--- config.mk ---
export PLATFORM = sky130hd
export DESIGN_NAME = multi_alarm_clock
export DESIGN_NICKNAME = d
export VERILOG_FILES = /design/src/rtl/alarm_clock_pkg.sv /design/src/rtl/hhmm_counter.sv /design/src/rtl/multi_alarm_clock.sv
export SDC_FILE = /design/constraint.sdc
export NUM_CORES = 1
export LEC_CHECK = 0
export CORE_MARGIN = 10
export CORE_UTILIZATION = 55
export CTS_CLUSTER_DIAMETER = 120
export DETAILED_ROUTE_END_ITERATION = 12
export PLACE_DENSITY = 0.77
export SLEW_MARGIN = 20
export SYNTH_ARGS = -nofsm -noshare
export SYNTH_HDL_FRONTEND = slang
export SYNTH_SLANG_ARGS = --single-unit
--- constraint.sdc ---
create_clock -name i_clock -period 17.7 [get_ports i_clock]
set_clock_uncertainty 0.1 [all_clocks]
set_input_delay 2.655 -clock i_clock [delete_from_list [all_inputs] [get_ports i_clock]]
set_output_delay 2.655 -clock i_clock [all_outputs]
set_load 0.01 [all_outputs]
--- src/rtl/alarm_clock_pkg.sv ---
// Shared types and helpers for the multi-alarm clock: BCD HH:MM struct, alarm FSM states,
// keypad/ASCII constants and HH:MM validation and minute arithmetic.
package alarm_clock_pkg;

   localparam logic [3:0] KEY_NONE   = 4'd10;
   localparam logic [7:0] ASCII_ZERO = 8'h30;

   typedef struct packed {
      logic [3:0] ms_hr;
      logic [3:0] ls_hr;
      logic [3:0] ms_min;
      logic [3:0] ls_min;
   } hhmm_t;

   typedef enum logic [1:0] {
      ST_IDLE,
      ST_RINGING,
      ST_SNOOZED
   } alarm_state_e;

   // Digits always come from the keypad (0-9), so only the tens digits need range checks.
   function automatic logic hhmm_valid(input hhmm_t t);
      logic w_hr_ok;
      logic w_min_ok;
      w_hr_ok  = (t.ms_hr < 4'd2) || ((t.ms_hr == 4'd2) && (t.ls_hr <= 4'd3));
      w_min_ok = (t.ms_min <= 4'd5);
      return w_hr_ok && w_min_ok;
   endfunction

   function automatic hhmm_t hhmm_add_min(input hhmm_t t, input int m);
      int    v;
      hhmm_t r;
      v = ((int'(t.ms_hr) * 10 + int'(t.ls_hr)) * 60
           + int'(t.ms_min) * 10 + int'(t.ls_min) + m) % 1440;
      r.ms_hr  = 4'((v / 60) / 10);
      r.ls_hr  = 4'((v / 60) % 10);
      r.ms_min = 4'((v % 60) / 10);
      r.ls_min = 4'((v % 60) % 10);
      return r;
   endfunction

endpackage

--- src/rtl/hhmm_counter.sv ---
// BCD HH:MM register with parallel load and one-minute increment, wrapping 23:59 -> 00:00.
// Load takes priority over increment in the same cycle.
module hhmm_counter
   import alarm_clock_pkg::*;
(
   input  logic  i_clock,
   input  logic  i_reset,
   input  logic  i_load,
   input  hhmm_t i_load_val,
   input  logic  i_inc,
   output hhmm_t o_hhmm
);

   hhmm_t r_hhmm;
   hhmm_t w_inc_val;

   always_comb begin
      w_inc_val = r_hhmm;
      if (r_hhmm.ls_min != 4'd9) begin
         w_inc_val.ls_min = r_hhmm.ls_min + 4'd1;
      end else begin
         w_inc_val.ls_min = 4'd0;
         if (r_hhmm.ms_min != 4'd5) begin
            w_inc_val.ms_min = r_hhmm.ms_min + 4'd1;
         end else begin
            w_inc_val.ms_min = 4'd0;
            if ((r_hhmm.ms_hr == 4'd2) && (r_hhmm.ls_hr == 4'd3)) begin
               w_inc_val.ms_hr = 4'd0;
               w_inc_val.ls_hr = 4'd0;
            end else if (r_hhmm.ls_hr == 4'd9) begin
               w_inc_val.ms_hr = r_hhmm.ms_hr + 4'd1;
               w_inc_val.ls_hr = 4'd0;
            end else begin
               w_inc_val.ls_hr = r_hhmm.ls_hr + 4'd1;
            end
         end
      end
   end

   always_ff @(posedge i_clock or posedge i_reset) begin
      if (i_reset) begin
         r_hhmm <= '0;
      end else if (i_load) begin
         r_hhmm <= i_load_val;
      end else if (i_inc) begin
         r_hhmm <= w_inc_val;
      end
   end

   assign o_hhmm = r_hhmm;

endmodule

--- src/rtl/multi_alarm_clock.sv ---
// 24-hour HH:MM clock with keypad entry, NUM_ALARMS alarm slots, snooze and ring timeout.
// All outputs are registered; alarms assert one edge after the time register shows the match.
module multi_alarm_clock
   import alarm_clock_pkg::*;
#(
   parameter  int NUM_ALARMS      = 4,
   parameter  int CLK_PER_SEC     = 256,
   parameter  int SNOOZE_MIN      = 5,
   parameter  int ALARM_TIMEOUT_S = 10,
   localparam int SEL_W           = (NUM_ALARMS > 1) ? $clog2(NUM_ALARMS) : 1
)(
   input  logic                  i_clock,
   input  logic                  i_reset,
   input  logic                  i_fastwatch,
   input  logic [3:0]            i_key,
   input  logic                  i_time_button,
   input  logic                  i_alarm_button,
   input  logic [SEL_W-1:0]      i_alarm_sel,
   input  logic [NUM_ALARMS-1:0] i_alarm_en,
   input  logic                  i_snooze,
   input  logic                  i_stop_alarm,
   output logic                  o_alarm_sound,
   output logic [NUM_ALARMS-1:0] o_alarm_active,
   output logic                  o_entry_err,
   output logic [7:0]            o_ms_hour,
   output logic [7:0]            o_ls_hour,
   output logic [7:0]            o_ms_minute,
   output logic [7:0]            o_ls_minute
);

   localparam int PRE_W = (CLK_PER_SEC > 1) ? $clog2(CLK_PER_SEC) : 1;
   localparam int TO_W  = $clog2(ALARM_TIMEOUT_S + 1);

   logic [PRE_W-1:0]      r_presc;
   logic [5:0]            r_sec;
   logic                  r_time_chg;
   logic [3:0]            r_key_q;
   hhmm_t                 r_buf;
   logic                  r_entry;
   logic                  r_entry_err;
   hhmm_t                 r_disp;
   hhmm_t                 r_slot [NUM_ALARMS];
   alarm_state_e          r_state;
   alarm_state_e          w_state_nxt;
   logic [NUM_ALARMS-1:0] r_active;
   logic [NUM_ALARMS-1:0] w_active_nxt;
   logic [NUM_ALARMS-1:0] w_match;
   hhmm_t                 r_target;
   hhmm_t                 w_target_nxt;
   logic [TO_W-1:0]       r_to_cnt;
   logic [TO_W-1:0]       w_to_cnt_nxt;
   logic                  r_alarm_sound;
   hhmm_t                 w_time;
   logic                  w_press;
   logic                  w_sec_tick;
   logic                  w_min_tick;
   logic                  w_buf_ok;
   logic                  w_any_btn;
   logic                  w_time_load;
   logic                  w_alarm_load;
   logic                  w_tgt_hit;

   // A held key is only seen once: it must follow a no-key cycle.
   assign w_press      = (i_key <= 4'd9) && (r_key_q > 4'd9);
   assign w_sec_tick   = (r_presc == PRE_W'(CLK_PER_SEC - 1));
   assign w_min_tick   = w_sec_tick && (i_fastwatch || (r_sec == 6'd59));
   assign w_buf_ok     = hhmm_valid(r_buf);
   assign w_any_btn    = i_time_button || i_alarm_button;
   assign w_time_load  = i_time_button && w_buf_ok;
   assign w_alarm_load = !i_time_button && i_alarm_button && w_buf_ok;

   hhmm_counter u_time (
      .i_clock    (i_clock),
      .i_reset    (i_reset),
      .i_load     (w_time_load),
      .i_load_val (r_buf),
      .i_inc      (w_min_tick),
      .o_hhmm     (w_time)
   );

   always_ff @(posedge i_clock or posedge i_reset) begin
      if (i_reset) begin
         r_presc    <= '0;
         r_sec      <= '0;
         r_time_chg <= 1'b0;
      end else begin
         r_time_chg <= w_time_load || w_min_tick;
         if (w_time_load) begin
            r_presc <= '0;
            r_sec   <= '0;
         end else begin
            r_presc <= w_sec_tick ? '0 : r_presc + PRE_W'(1);
            if (i_fastwatch)
               r_sec <= '0;
            else if (w_sec_tick)
               r_sec <= (r_sec == 6'd59) ? 6'd0 : r_sec + 6'd1;
         end
      end
   end

   // A load always restarts the buffer; a digit pressed in the same cycle seeds the new one.
   always_ff @(posedge i_clock or posedge i_reset) begin
      if (i_reset) begin
         r_key_q     <= KEY_NONE;
         r_buf       <= '0;
         r_entry     <= 1'b0;
         r_entry_err <= 1'b0;
         r_disp      <= '0;
      end else begin
         r_key_q     <= i_key;
         r_entry_err <= w_any_btn && !w_buf_ok;
         r_disp      <= r_entry ? r_buf : w_time;
         if (w_any_btn) begin
            r_buf   <= w_press ? hhmm_t'({12'd0, i_key}) : hhmm_t'('0);
            r_entry <= w_press;
         end else if (w_press) begin
            r_buf   <= {r_buf.ls_hr, r_buf.ms_min, r_buf.ls_min, i_key};
            r_entry <= 1'b1;
         end
      end
   end

   always_ff @(posedge i_clock or posedge i_reset) begin
      if (i_reset) begin
         for (int i = 0; i < NUM_ALARMS; i++) r_slot[i] <= '0;
      end else begin
         for (int i = 0; i < NUM_ALARMS; i++)
            if (w_alarm_load && (i_alarm_sel == SEL_W'(i))) r_slot[i] <= r_buf;
      end
   end

   always_comb begin
      w_match = '0;
      for (int i = 0; i < NUM_ALARMS; i++)
         w_match[i] = r_time_chg && i_alarm_en[i] && (r_slot[i] == w_time);
   end

   assign w_tgt_hit = r_time_chg && (w_time == r_target);

   always_comb begin
      w_state_nxt  = r_state;
      w_active_nxt = r_active;
      w_target_nxt = r_target;
      w_to_cnt_nxt = r_to_cnt;
      case (r_state)
         ST_IDLE: begin
            if (|w_match) begin
               w_state_nxt  = ST_RINGING;
               w_active_nxt = w_match;
               w_to_cnt_nxt = '0;
            end
         end
         ST_RINGING: begin
            if (i_stop_alarm) begin
               w_state_nxt  = ST_IDLE;
               w_active_nxt = '0;
            end else if (i_snooze) begin
               w_state_nxt  = ST_SNOOZED;
               w_target_nxt = hhmm_add_min(w_time, SNOOZE_MIN);
            end else begin
               w_active_nxt = r_active | w_match;
               if (w_sec_tick) begin
                  if (r_to_cnt == TO_W'(ALARM_TIMEOUT_S - 1)) begin
                     w_state_nxt  = ST_IDLE;
                     w_active_nxt = '0;
                     w_to_cnt_nxt = '0;
                  end else begin
                     w_to_cnt_nxt = r_to_cnt + TO_W'(1);
                  end
               end
            end
         end
         ST_SNOOZED: begin
            if (i_stop_alarm) begin
               w_state_nxt  = ST_IDLE;
               w_active_nxt = '0;
            end else if ((|w_match) || w_tgt_hit) begin
               w_state_nxt  = ST_RINGING;
               w_active_nxt = r_active | w_match;
               w_to_cnt_nxt = '0;
            end
         end
         default: begin
            w_state_nxt  = ST_IDLE;
            w_active_nxt = '0;
         end
      endcase
   end

   always_ff @(posedge i_clock or posedge i_reset) begin
      if (i_reset) begin
         r_state       <= ST_IDLE;
         r_active      <= '0;
         r_target      <= '0;
         r_to_cnt      <= '0;
         r_alarm_sound <= 1'b0;
      end else begin
         r_state       <= w_state_nxt;
         r_active      <= w_active_nxt;
         r_target      <= w_target_nxt;
         r_to_cnt      <= w_to_cnt_nxt;
         r_alarm_sound <= (w_state_nxt == ST_RINGING);
      end
   end

   assign o_alarm_sound  = r_alarm_sound;
   assign o_alarm_active = r_active;
   assign o_entry_err    = r_entry_err;
   assign o_ms_hour      = ASCII_ZERO + {4'd0, r_disp.ms_hr};
   assign o_ls_hour      = ASCII_ZERO + {4'd0, r_disp.ls_hr};
   assign o_ms_minute    = ASCII_ZERO + {4'd0, r_disp.ms_min};
   assign o_ls_minute    = ASCII_ZERO + {4'd0, r_disp.ls_min};

endmodule

==> summary.txt, run 1 <==
Detailed routing
  • Residual DRC count: 0
  • Post-route ant nets: 0
  • Highest routed layer: met4
  • WL met1: 14400 um
  • Met3 wire len: 1740 um
  • Via count: 11500
  • Detailed Route Iter0 Violations: 1195
  • Routed met2 length: 16200 um
  • DRT Pass-1 Iters: 5
  • WL/cell: 18.2 um
  • Wirelength, routed: 33300 um
  • DR vias/cell: 6.30

Placement
  • RD Place Congestion: 0.902
  • Dpl ws: 1.56 ns
  • Port bufs: 38
  • Detailed placement HPWL: 24100 um

Timing
  • RSZ-0062 raised after global routing: no
  • Least-Margin Pin Slew: 1.03 ns
  • Slew Viols, Final: 0
  • Slew margin rel.: 0.293
  • Final hold vios: 0
  • Final setup violation count: 0
  • Setup ws final: 1.16 ns
  • Max Clock Freq: 60.4 MHz
  • Final worst path period share: 0.935
  • Min Tclk post-route: 16.54 ns
  • Setup TNS: 0 ns

Clocking
  • Setup bufs post-CTS: 0
  • H-tree depth: 4
  • Number of hold buffers added after CTS: 0
  • Max Root-Sink Buffers: 2
  • Post-CTS resize count: 0
  • Cts bufs inserted: 17
  • Root buffer cell: clkbuf_16
  • Worst skew pair latency: 0.43 ns
  • TritonCTS sink count: 159
  • CTS tree: yes
  • Clock transition at the registers of the reported paths: 0.08 ns

Logic synthesis
  • Post-synth top flop: dfrtp_1
  • Syn Area/Cell: 8.92 um2
  • Top cells by count, synth: dfrtp_1 (157), nor2_1 (111), nand2_1 (108)
  • Synth area leader: dfrtp_1
  • Mapped Area: 13400 um2
  • Synth unique cells: 111
  • Seq/Total Area, Yosys: 0.297
  • Synth async-reset ratio: 1.00
  • Count leader, synth: dfrtp_1
  • EDFF count, synth: 0
  • Warnings from Yosys: 0
  • Cells after Synth: 1500
  • Top cell type's share of synthesized area: 0.294
  • Synth area leaders: dfrtp_1 (29%), ha_1 (6.4%), mux2_2 (5.8%)
  • Yosys reg bits: 159

Die
  • Area of the core: 24100 um2
  • Vert. Die Dim: 176 um
  • IO Pins: 55
  • Die area: 31000 um2
  • Die Width: 176 um
  • Row count: 57
  • Initial Utilization: 0.555

Status
  • Outcome: complete, no violations

Critical path
  • Slowest cell on the critical path: mux2i_1
  • Top cell by count, worst path: ha_1
  • Worst Setup End Kind: flop
  • Reg2Reg Setup Slack: 1.16 ns
  • Worst EP arrival: 16.76 ns
  • Max FO, Critical Path: 13
  • Crit Path Class: reg -> reg
  • Max stage delay on crit path: 0.90 ns
  • Reg2reg start: u_time.o_hhmm[14]$_DFFE_PP0P_
  • Buf/Inv on CP: 4
  • Crit start category: flop
  • Req. time, crit path: 17.92 ns
  • Reg2Reg Capture Point: r_target[2]$_DFFE_PP0P_
  • R2R depth: 59
  • CP delay by family, top: compound AO/OA/AOI/OAI gates

Layout
  • Antenna Cells: 0
  • Layout net count: 1598
  • Area grow syn2layout: 8.23%
  • Layout cells sized above 1: 0.113

Worst hold path
  • Hold path cells: 1
  • Worst hold path class: reg -> reg
  • Hold_sp: o_alarm_active[0]$_DFFE_PP0P_
  • Endpoint, Worst Hold: o_alarm_active[0]$_DFFE_PP0P_

Job
  • Max-Cap Viols: 0

GRT
  • Largest net degree at the start of global routing: 100
  • Number of global-route vias before repair: 11200
  • Global-route wire length before repair: 55500 um
  • Total congestion overflow: 0
  • Initial antenna violation count: 0
  • Global Route Usage Sum: 0.212
==> layout make-up <==
cell class	instances	area, um2
Clock inverter	14	171
Fill cell	2086	9620
Multi-Input combinational cell	1209	8820
Clock buffer	18	429
Sequential cell	159	3980
Inverter	64	245
Timing Repair Buffer	45	433
Tap cell	324	405
==> worst max path at each step <==
stage,from,end,cells past startpoint
floorplan,u_time.o_hhmm[10]$_DFFE_PP0P_,r_target[2]$_DFFE_PP0P_,62
global placement,u_time.o_hhmm[14]$_DFFE_PP0P_,r_target[2]$_DFFE_PP0P_,59
detailed placement,u_time.o_hhmm[14]$_DFFE_PP0P_,r_target[2]$_DFFE_PP0P_,59
CTS,u_time.o_hhmm[14]$_DFFE_PP0P_,r_target[2]$_DFFE_PP0P_,61
global route,u_time.o_hhmm[14]$_DFFE_PP0P_,r_target[2]$_DFFE_PP0P_,61
finish,u_time.o_hhmm[14]$_DFFE_PP0P_,r_target[2]$_DFFE_PP0P_,59
==> registers in the layout, indices dropped and copies added, names as in the netlist, 6 cells and up <==
signal,count
r_buf,16
r_disp,16
r_presc,8
r_sec,6
r_slot,64
r_target,16
u_time.o_hhmm,16
==> routing by layer <==
metal / vias up / track usage
met5: - / 0
met4: 0 / 0.0784
met3: 70 / 0.0325
met2: 420 / 0.361
met1: 5556 / 0.267
li1: 5494 / -
==> cell families (layout without fill, tap and decap cells) <==
group | after synthesis | count (layout) | share of synthesized area
flip-flops | 159 | 159 | 0.297
other | 2 | 16 | 0.000561
adder cells (fa/ha/maj) | 88 | 88 | 0.0912
buffers and inverters | 146 | 141 | 0.0481
AO/OA/AOI/OAI | 404 | 404 | 0.218
multiplexers | 95 | 95 | 0.0775
XOR/XNOR | 133 | 133 | 0.0870
AND/OR/NAND/NOR | 473 | 473 | 0.181
==> metrics by stage <==
| stage | hold WS [ns] | std cells | util | instance area [um2] |
|---|---|---|---|---|
| 2_1_floorplan | 0.347 | 1514 | - | 13400 |
| 3_3_place_gp | 0.374 | 1801 | 0.576 | 13900 |
| 3_5_place_dp | 0.381 | 1801 | 0.576 | 13900 |
| 4_1_cts | 0.395 | 1833 | 0.601 | 14500 |
| 5_1_grt | 0.409 | 1833 | 0.601 | 14500 |
| 6_report | 0.394 | 1833 | 0.601 | 14500 |
==> layout by cell type, fill, tap and decap left out, drive strengths merged, types with 17 or more instances in the layout <==
master         Yosys  routed
a211oi            27      27
a21oi             95      95
xnor2             79      79
nand2            109     109
nor2b             17      17
o21ai             87      87
clkdlybuf4s50      0      38
clkbuf            48      18
mux2i             26      26
inv               64      72
nand3             46      46
mux2              69      69
dfrtp            157     157
nor4              18      18
fa                17      17
nand4             25      25
ha                68      68
nor2             113     113
nor3              48      48
o211ai            19      19
xor2              54      54
Power of run 1 is left out: the tool's default activity adds up to more than one toggle a clock period on the data nets, which glitch-free logic cannot reach.
==> run 2, diff against run 1 <==
--- a/config.mk
+++ b/config.mk
@@ -10,7 +10,6 @@
 export CTS_CLUSTER_DIAMETER = 120
 export DETAILED_ROUTE_END_ITERATION = 12
 export PLACE_DENSITY = 0.77
-export SLEW_MARGIN = 20
 export SYNTH_ARGS = -nofsm -noshare
 export SYNTH_HDL_FRONTEND = slang
 export SYNTH_SLANG_ARGS = --single-unit
==> run 2 against run 1 <==
  * Worst hold slack worse by 0.0028 ns
  * First-iteration DRC count grew 0.59%
  * Count of clock-buffer cells in the layout decreased by 1
  * Critical path depth is 3 higher
  * Highest routed layer unchanged
  * Non-clock buffer count unchanged
  * Final cell count did not move
  * Global-route usage grew 0.14 points
  * Critical endpoint unchanged
  * Die area unchanged
==> summary.txt, run 2 (synthesized netlist as in run 1, its figures left out) <==
Status
  • Outcome: complete, no violations

Critical path
  • Max FO, Critical Path: 13 (unchanged)
  • Worst Setup End Kind: flop
  • Slowest cell on the critical path: dfrtp_1
  • Crit start category: flop
  • Reg2reg start: u_time.o_hhmm[14]$_DFFE_PP0P_
  • Crit Path Class: reg -> reg
  • R2R depth: 62 (+5.1%)
  • Req. time, crit path: 17.91 ns (about the same)
  • Reg2Reg Capture Point: r_target[2]$_DFFE_PP0P_
  • Max stage delay on crit path: 0.71 ns (-0.19 ns)
  • Worst EP arrival: 16.55 ns (-0.21 ns)
  • Top cell by count, worst path: ha_1
  • Crit path launch: u_time.o_hhmm[14]$_DFFE_PP0P_
  • Reg2Reg Setup Slack: 1.36 ns (+0.21 ns)

Layout
  • Layout cells sized above 1: 0.114 (+0.000663)
  • Most frequent cells in the layout: dfrtp_1 (157), nor2_1 (111), nand2_1 (108), a21oi_1 (90), xnor2_1 (79)
  • Layout net count: 1598 (unchanged)
  • Largest reg by FF count: r_slot
  • Fill cells: 2104 (+0.86%)
  • Antenna Cells: 0 (unchanged)
  • Most common cell after layout, fill and taps aside: dfrtp_1
  • Number of flip-flops in the largest register: 64 (unchanged)
  • Area grow syn2layout: 8.59%

Timing
  • Final hold slack: 0.392 ns (-0.00281 ns)
  • Setup TNS: 0 ns (unchanged)
  • Max Clock Freq: 61.2 MHz (+1.3%)
  • RSZ-0062 raised after global routing: no
  • Slew Viols, Final: 0 (unchanged)
  • Min Tclk post-route: 16.34 ns (-0.206 ns)
  • Final worst path period share: 0.923 (-0.0116)
  • Slew margin rel.: 0.135 (-0.158)
  • Final setup violation count: 0 (unchanged)
  • Final hold vios: 0 (unchanged)
  • Least-Margin Pin Slew: 1.29 ns (+0.261 ns)

Clocking
  • Setup bufs post-CTS: 0 (unchanged)
  • TritonCTS sink count: 159 (unchanged)
  • CTS tree: yes
  • Root buffer cell: clkbuf_16
  • Clock transition at the registers of the reported paths: 0.07 ns (about the same)
  • Cts bufs inserted: 17 (unchanged)
  • Worst skew pair latency: 0.43 ns (about the same)
  • Max Root-Sink Buffers: 2 (unchanged)
  • H-tree depth: 4 (unchanged)

Detailed routing
  • Post-route ant nets: 0 (unchanged)
  • Residual DRC count: 0 (unchanged)
  • Via count: 11500 (-0.66%)
  • Met3 wire len: 1620 um (-6.8%)
  • WL met1: 14500 um (+0.60%)
  • Detailed Route Iter0 Violations: 1202 (+0.59%)
  • WL/cell: 18.2 um (about the same)
  • Routed met2 length: 16500 um (+1.7%)
  • DR vias/cell: 6.25 (-0.66%)
  • DRT Pass-1 Iters: 5 (unchanged)
  • Highest routed layer: met4
  • Wirelength, routed: 33300 um (about the same)

Worst hold path
  • Worst hold path class: reg -> reg
  • Endpoint, Worst Hold: o_alarm_active[0]$_DFFE_PP0P_
  • Hold_sp: o_alarm_active[0]$_DFFE_PP0P_
  • Hold path cells: 1 (unchanged)

GRT
  • Global Route Usage Sum: 0.213 (+0.00142)
  • Largest net degree at the start of global routing: 100 (unchanged)
  • Number of global-route vias before repair: 11200 (+0.35%)
  • Initial antenna violation count: 0 (unchanged)
  • Total congestion overflow: 0 (unchanged)
  • Global-route wire length before repair: 55900 um (+0.70%)

Die
  • Row count: 57 (unchanged)
  • Initial Utilization: 0.555 (unchanged)
  • Vert. Die Dim: 176 um (unchanged)
  • Die area: 31000 um2 (unchanged)
  • Area of the core: 24100 um2 (unchanged)
  • IO Pins: 55 (unchanged)
  • Die Width: 176 um (unchanged)

Placement
  • Port bufs: 38 (unchanged)
  • RD Place Congestion: 0.902 (unchanged)
  • Detailed placement HPWL: 24200 um (+0.16%)

Job
  • Max-Cap Viols: 0 (unchanged)
## run 2: worst max-delay path: cells and delay by family, from the launching register on
kind            cells  cell delay (ns)
fa+ha+maj          11             3.59
buf+inv             5             0.40
flops               1             0.71
xor+xnor            5             1.39
compound gates     18             4.04
simple gates       20             4.95
mux                 3             1.02
## run 2: timing repair
| item | 4_1_cts | 5_1_grt |
|---|---|---|
| resized for setup | 0 | 1 |
| setup endpoints to repair | 0 | 1 |
| hold buffers | 0 | 0 |
## run 2: per-layer routing
metal | vias to the layer above | track usage
met5 | - | 0
met4 | 0 | 0.0682
met3 | 50 | 0.0273
met2 | 399 | 0.368
met1 | 5538 | 0.272
li1 | 5477 | -
## run 2: cell type report
| cell class | count | area, um2 | area share |
|---|---|---|---|
| Multi-Input combinational cell | 1209 | 8820 | 0.607 |
| Sequential cell | 159 | 3980 | 0.274 |
| Timing Repair Buffer | 45 | 433 | 0.0298 |
| Clock buffer | 17 | 425 | 0.0293 |
| Tap cell | 324 | 405 | 0.0279 |
| Inverter | 64 | 245 | 0.0169 |
| Clock inverter | 15 | 223 | 0.0153 |
## run 2: stage by stage
| stage | cell area (um2) | util | setup slack [ns] | std cells |
|---|---|---|---|---|
| floorplan | 13400 | - | 3.52 | 1514 |
| global placement | 13900 | 0.576 | 1.98 | 1801 |
| detailed placement | 13900 | 0.576 | 1.55 | 1801 |
| CTS | 14500 | 0.603 | 1.49 | 1833 |
| global route | 14500 | 0.603 | 0.128 | 1833 |
| finish | 14500 | 0.603 | 1.36 | 1833 |
## run 2: worst max-delay path by stage
stage | end | slack, ns
after global routing | r_target[2]$_DFFE_PP0P_ | 0.13
after CTS | r_target[2]$_DFFE_PP0P_ | 1.49
final | r_target[2]$_DFFE_PP0P_ | 1.36
after floorplan | r_target[2]$_DFFE_PP0P_ | 3.52
after global placement | r_target[2]$_DFFE_PP0P_ | 1.98
after detailed placement | r_target[2]$_DFFE_PP0P_ | 1.55
Power of run 2 is left out for the same reason.
